File: src/rtl/ni_packetizer.sv
// ni_packetizer: network-interface transmit stage. Buffers one packet of PE
// payload beats store-and-forward, then emits a header flit followed by the
// payload flits on an AXI-stream link toward the local router port.
module ni_packetizer #(
    parameter int PORT_WIDTH = 128,
    parameter int FIFO_DEPTH = 16,
    parameter int ADR_WIDTH  = 4,
    parameter int LOCAL_ADR  = 0
) (
    input  logic                  clk,
    input  logic                  rst,
    input  logic                  wr_valid,
    output logic                  wr_ready,
    input  logic [PORT_WIDTH-1:0] wr_data,
    input  logic [ADR_WIDTH-1:0]  wr_dest,
    input  logic                  wr_last,
    output logic                  tvalid,
    input  logic                  tready,
    output logic [PORT_WIDTH-1:0] tdata,
    output logic                  tlast,
    output logic                  err_trunc,
    output logic [15:0]           pkt_count
);

    localparam int IDX_W = (FIFO_DEPTH > 1) ? $clog2(FIFO_DEPTH) : 1;
    localparam logic [7:0] DEPTH_8 = 8'(FIFO_DEPTH);
    localparam logic [ADR_WIDTH-1:0] SRC_ADR = ADR_WIDTH'(LOCAL_ADR);

    typedef enum logic [1:0] {
        S_FILL,
        S_HDR,
        S_DRAIN
    } state_t;

    state_t                state_q, state_d;
    logic [7:0]            count_q, count_d;
    logic [7:0]            rd_ptr_q, rd_ptr_d;
    logic [7:0]            seq_q, seq_d;
    logic [15:0]           pkt_count_q, pkt_count_d;
    logic [ADR_WIDTH-1:0]  dest_q, dest_d;
    logic                  err_trunc_q, err_trunc_d;
    logic [PORT_WIDTH-1:0] mem_q [FIFO_DEPTH];

    logic                  wr_fire;
    logic                  t_fire;
    logic                  fill_full;
    logic [PORT_WIDTH-1:0] header;

    // Output flit and handshakes are derived only from registered state.
    always_comb begin
        header = '0;
        header[PORT_WIDTH-1 -: ADR_WIDTH]             = dest_q;
        header[PORT_WIDTH-ADR_WIDTH-1 -: ADR_WIDTH]   = SRC_ADR;
        header[PORT_WIDTH-2*ADR_WIDTH-1 -: 8]         = count_q;
        header[PORT_WIDTH-2*ADR_WIDTH-9 -: 8]         = seq_q;

        wr_ready  = (state_q == S_FILL) && !rst;
        tvalid    = (state_q != S_FILL);
        tlast     = (state_q == S_DRAIN) && (rd_ptr_q == count_q - 8'd1);
        tdata     = '0;
        if (state_q == S_HDR) begin
            tdata = header;
        end else if (state_q == S_DRAIN) begin
            tdata = mem_q[rd_ptr_q[IDX_W-1:0]];
        end

        wr_fire   = wr_valid && wr_ready;
        t_fire    = tvalid && tready;
        fill_full = (count_q + 8'd1 == DEPTH_8);
        err_trunc = err_trunc_q;
        pkt_count = pkt_count_q;
    end

    // Next-state logic: fill the buffer, send the header, then drain payload.
    always_comb begin
        state_d     = state_q;
        count_d     = count_q;
        rd_ptr_d    = rd_ptr_q;
        seq_d       = seq_q;
        pkt_count_d = pkt_count_q;
        dest_d      = dest_q;
        err_trunc_d = 1'b0;

        unique case (state_q)
            S_FILL: begin
                if (wr_fire) begin
                    if (count_q == 8'd0) begin
                        dest_d = wr_dest;
                    end
                    count_d = count_q + 8'd1;
                    if (wr_last || fill_full) begin
                        state_d = S_HDR;
                    end
                    err_trunc_d = fill_full && !wr_last;
                end
            end
            S_HDR: begin
                if (t_fire) begin
                    state_d = S_DRAIN;
                end
            end
            S_DRAIN: begin
                if (t_fire) begin
                    if (tlast) begin
                        count_d     = 8'd0;
                        rd_ptr_d    = 8'd0;
                        seq_d       = seq_q + 8'd1;
                        pkt_count_d = pkt_count_q + 16'd1;
                        state_d     = S_FILL;
                    end else begin
                        rd_ptr_d = rd_ptr_q + 8'd1;
                    end
                end
            end
            default: begin
                state_d = S_FILL;
            end
        endcase
    end

    // Control registers; reset discards any partially buffered packet.
    always_ff @(posedge clk) begin
        if (rst) begin
            state_q     <= S_FILL;
            count_q     <= 8'd0;
            rd_ptr_q    <= 8'd0;
            seq_q       <= 8'd0;
            pkt_count_q <= 16'd0;
            dest_q      <= '0;
            err_trunc_q <= 1'b0;
        end else begin
            state_q     <= state_d;
            count_q     <= count_d;
            rd_ptr_q    <= rd_ptr_d;
            seq_q       <= seq_d;
            pkt_count_q <= pkt_count_d;
            dest_q      <= dest_d;
            err_trunc_q <= err_trunc_d;
        end
    end

    // Payload storage; contents are only read back once count covers them.
    always_ff @(posedge clk) begin
        if (wr_fire) begin
            mem_q[count_q[IDX_W-1:0]] <= wr_data;
        end
    end

endmodule

File: config.mk
export PLATFORM = sky130hd
export DESIGN_NAME = ni_packetizer
export DESIGN_NICKNAME = d
export VERILOG_FILES = /design/src/rtl/ni_packetizer.sv
export SDC_FILE = /design/constraint.sdc
export NUM_CORES = 2
export LEC_CHECK = 0
export ABC_AREA = 1
export ABC_CLOCK_PERIOD_IN_PS = 13200
export CAP_MARGIN = 25
export CORE_MARGIN = 3
export CORE_UTILIZATION = 30
export DETAILED_ROUTE_END_ITERATION = 10
export MAX_ROUTING_LAYER = met4
export PLACE_DENSITY = 0.48
export SLEW_MARGIN = 20
export SYNTH_ARGS = -nofsm -noshare
export SYNTH_HDL_FRONTEND = slang
export SYNTH_SLANG_ARGS = --single-unit
File: constraint.sdc
create_clock -name clk -period 13.2 [get_ports clk]
set_input_delay 1.32 -clock clk [delete_from_list [all_inputs] [get_ports clk]]
set_output_delay 1.32 -clock clk [all_outputs]
set_load 0.01 [all_outputs]
* Word-level counts from Yosys, hierarchy flattened *
Memories as Yosys holds them, arrays and structs flattened. A register that Yosys moved wholly into a read port is not among the register bits.
Cells that the tools add are included.
W data, S select, Z words.

cells by class
  $add $sub $neg = 5
  muxes and demuxes = 17
  eq/ne operators = 9
  reduce and logical (&&, ||, !) cells = 18
  bitwise gates (word level) = 2

operators by type and width
  operator                 count
  $mux W128                2
  $mux W8                  4
  $add A8 B1 Y8 const B    3
  $add A16 B1 Y16 const B  1
  $pmux W8 S2              1
  $mux W2                  5
  $eq A8 B5 Y1 const B     1
  $eq A8 B8 Y1             1
  $logic_not A8 Y1         1
  $mux W4                  2
  $ne A2 B2 Y1 const B     4
  $sub A8 B1 Y8 const B    1
  $pmux W2 S3              1
  $reduce_and A3 Y1        2
  $logic_and A1 B1 Y1      5
  $reduce_and A5 Y1        1
  $reduce_and A4 Y1        1
  $reduce_bool A2 Y1       2
  $reduce_or A3 Y1         1
  $eq A2 B1 Y1 const B     1
  $eq A2 B2 Y1 const B     1
  $logic_not A1 Y1         2
  $logic_not A2 Y1         1
  $mux W1                  2
  other kinds (4)          5

word-level totals
  output and inout port bits = 148
  memories = 1
  input port bits = 137
  flip-flop bits (word level) = 47
  logic and storage cells = 59
  RAM bits = 2048

memories
  memory  words  bits a word  read ports  clocked after memory_dff  write ports  RTL line  text
  mem_q   16     128          1           1                         1            42        logic [PORT_WIDTH-1:0] mem_q [FIFO_DEPTH];

* Logic depth before layout (Yosys ltp) *
  depth after elaboration = 6
  mapped depth = 17
  gate-level depth less buffers = 16

* Worst setup path after synthesis *
OpenSTA, ideal clock, no wires.

  path type = input -> register
  from = input rst
  to = memory mem_q[3][0], enable pin
  setup slack = 1.800 ns
  data required time = 12.427 ns
  path buffers = 1
  stages on the path = 4
  setup time = 0.773 ns
  arrival time = 10.627 ns
  cell sequence = clkbuf_1 > nor2_1 > nand2_1 > nor3_1

on the way
  longest elaborated chain between the ends = 5

RTL lines
  item                           RTL line  text
  start: declaration             11        input logic rst,
  $logic_not A1 Y1               57        wr_ready = (state_q == S_FILL) && !rst;
  $logic_and A1 B1 Y1            57
  net wr_ready                   13        output logic wr_ready,
  $logic_and A1 B1 Y1            67        wr_fire = wr_valid && wr_ready;
  $mux W1                        144       if (wr_fire) begin
  $mux W1 (not written as such)  145       mem_q[count_q[IDX_W-1:0]] <= wr_data;
  end: declaration               42

The timed path passes the listed nets, and every way through them passes these cells.

==> impl_metrics.ini <==
[timing]
rsz0062_at_grt = no
fin_crit_ns = 6.891
relSlewSlack_pct = 19.09
worstMarginPinSlew_ns = 1.214
tns_ns = 0
finalCritPeriodShare_pct = 52.20
final-hold-violation-count = 0
fin_skew_ns = 0.07762
fmaxAchievable_mhz = 145.1
setup_viol = 0
slew_violations = 0

[placed_design]
portBuffers = 284
gp_congestion = 0.7756
dp_hpwl_um = 119700

[worst_setup_path]
required_ns = 11.88
critPathSlowestCell = buf_4
crit_type = reg2out
endpoint_kind = primary output
path_buf_inv = 4
slowest_delay_ns = 0.88
cp.arrival_ns = 5.57
path_cells = buf_12, buf_4, buf_4, o211ai_1, a21oi_1, clkdlybuf4s50_1
cp_max_fo = 164
path_common_cell = buf_4
worst-path-stages = 6
setup.worst_path.start_class = register
rr_worst_depth = 9
crit_family = buffers and inverters

[synth]
seq_area_frac_synth_pct = 76.30
netlist_instances = 5962
synth_edf_count = 2048
synth_seq_cells = 2099
syn-num-nets = 6106
async_flop_share_pct = 0
synth.cell_area_mm2 = 0.08194
ys.flop_type = edfxtp_1
avgSynthCellArea_um2 = 13.74
synth_cell_type_count = 44
yosys_warnings = 0

[floorplan]
num_io_pins = 285
core_area_mm2 = 0.2712
rows = 191
dieArea_mm2 = 0.2794
die_w_um = 528.6
start_util_pct = 30.21
fp.dieH_um = 528.6

[drt]
drt_iter0_drc = 4757
drt-total-wl_um = 251600
vias = 51640
first_pass_iters = 6
drc_errors = 0
wl_per_cell_um = 25.42
routed_via_density = 5.217
final_antenna_net_count = 0

[cts]
cts_buffers = 228
clock-sinks = 2099
h-tree-depth = 4
clk_path_buf_depth = 4
root_buffer = clkbuf_16
post_cts_buffers = 0
tritoncts = yes
clk_pin_slew_worst_paths_ns = 0.06
insertion_delay_ns = 0.89
ctsHoldBuffers = 0
cts_resized = 0

[cells_and_area]
nets = 6259
drive_above_1_share_pct = 7.075
utilization_pct = 35.28
final_common_cell = edfxtp_1
seq_area_mm2 = 0.06254
layout-area-overhead-vs-synth_pct = 16.79
fillers = 25980
final_cell_mix = edfxtp_1, o21ai_0, nor2_1
multi_input_area_mm2 = 0.01737

[global_route]
grt_pass1_wl_um = 365100
grt_overflow = 0
track_usage_pct = 18.00
grt_pass1_vias = 50700
grt_max_degree = 239
antenna_found_initial = 55

[flow_run]
cap_violations = 0

[power_and_ir_drop]
peakVddDrop_mv = 0.1121
power_density_mw_per_mm2 = 160.1
p_leak_nw = 29.31

[run_status]
status = completed

[worst_hold_path]
whs_path_depth = 2
hold_class = reg2reg
-- flip-flops by register name (all words and copies together), names as in the netlist, named ones only --
| name | count |
|---|---|
| count_q | 8 |
| dest_q | 4 |
| err_trunc | 1 |
| mem_q | 2048 |
| pkt_count | 16 |
| rd_ptr_q | 8 |
| seq_q | 8 |
| state_q | 2 |
-- report_power, final --
part	internal [mW]	total, mW	switching (mW)
registers	7.56	7.63	0.0714
logic	0.451	1.58	1.13
clock network	3.48	6.10	2.62
-- cell type report --
type | count | share of cell area (%)
inverter | 70 | 0.3269
clock inverter | 137 | 1.207
multi-input combinational | 3338 | 18.16
sequential | 2099 | 65.35
antenna | 37 | 0.09675
clock buffer | 268 | 6.119
timing repair buffer | 378 | 4.081
tap | 3570 | 4.668
-- kinds of logic after synthesis --
logic type / Yosys count / synth area share (%)
compound gates: 1873 / 13.70
xor+xnor: 20 / 0.2138
fa+ha+maj: 7 / 0.1069
buf+inv: 525 / 2.645
flops: 2099 / 76.30
simple gates: 1438 / 7.035
-- synth_stat cells (all sizes together) (5+ instances only) --
| library cell | instances | area, um2 |
|---|---|---|
| nand4 | 9 | 56.30 |
| nand3 | 174 | 910.9 |
| ha | 7 | 87.58 |
| o221ai | 355 | 3109 |
| o22ai | 157 | 982.2 |
| nor3 | 14 | 75.07 |
| o211ai | 115 | 863.3 |
| xnor2 | 5 | 43.79 |
| nor4 | 5 | 31.28 |
| dfxtp | 51 | 1021 |
| buf | 111 | 600.6 |
| xor2 | 15 | 131.4 |
| inv | 68 | 267.8 |
| a21oi | 143 | 719.4 |
| nor2 | 1088 | 4104 |
| o21ai | 1095 | 5480 |
| clkbuf | 344 | 1291 |
| edfxtp | 2048 | 61500 |
| nand2 | 144 | 558.0 |
-- per-stage QoR --
stage / setup WS [ns] / instance area (um2) / std cells / power, mW / hold slack (ns)
6_report: 6.309 / 95700 / 9897 / 15.32 / 0.4694
4_1_cts: 5.967 / 95460 / 9854 / 15.48 / 0.4743
3_3_place_gp: 6.956 / 88350 / 9445 / 9.348 / 0.4543
2_1_floorplan: 1.800 / 81940 / 5962 / 8.662 / 0.4453
5_1_grt: 6.025 / 95680 / 9891 / 15.90 / 0.5121
3_5_place_dp: 6.890 / 88450 / 9449 / 9.366 / 0.4659
-- final timing paths --
path	endpoint	slack, ns	startpoint
setup / recovery	tdata[8]	6.31	register
hold / removal	seq_q[7]$_SDFFE_PP0P_	0.47	seq_q[7]$_SDFFE_PP0P_
setup reg to reg	mem_q[6][86]$_DFFE_PP_	8.43	state_q[0]$_SDFFE_PP0P_
hold reg to reg	seq_q[7]$_SDFFE_PP0P_	0.47	seq_q[7]$_SDFFE_PP0P_
-- tightest hold or removal path: cells and delay by family (launching register included) --
kind            cells  cell delay (ns)
simple gates        1             0.06
compound gates      1             0.06
flops               1             0.31
-- routing by layer --
metal | up-vias | wire length [um] | GRT usage [%]
li1 | 23190 | - | -
met1 | 26730 | 114200 | 24.52
met2 | 1366 | 118400 | 28.21
met3 | 349 | 14440 | 3.102
met4 | 0 | 4592 | 3.920
met5 | - | 0 | -
Note: power is estimated with default switching activity, not from simulation.
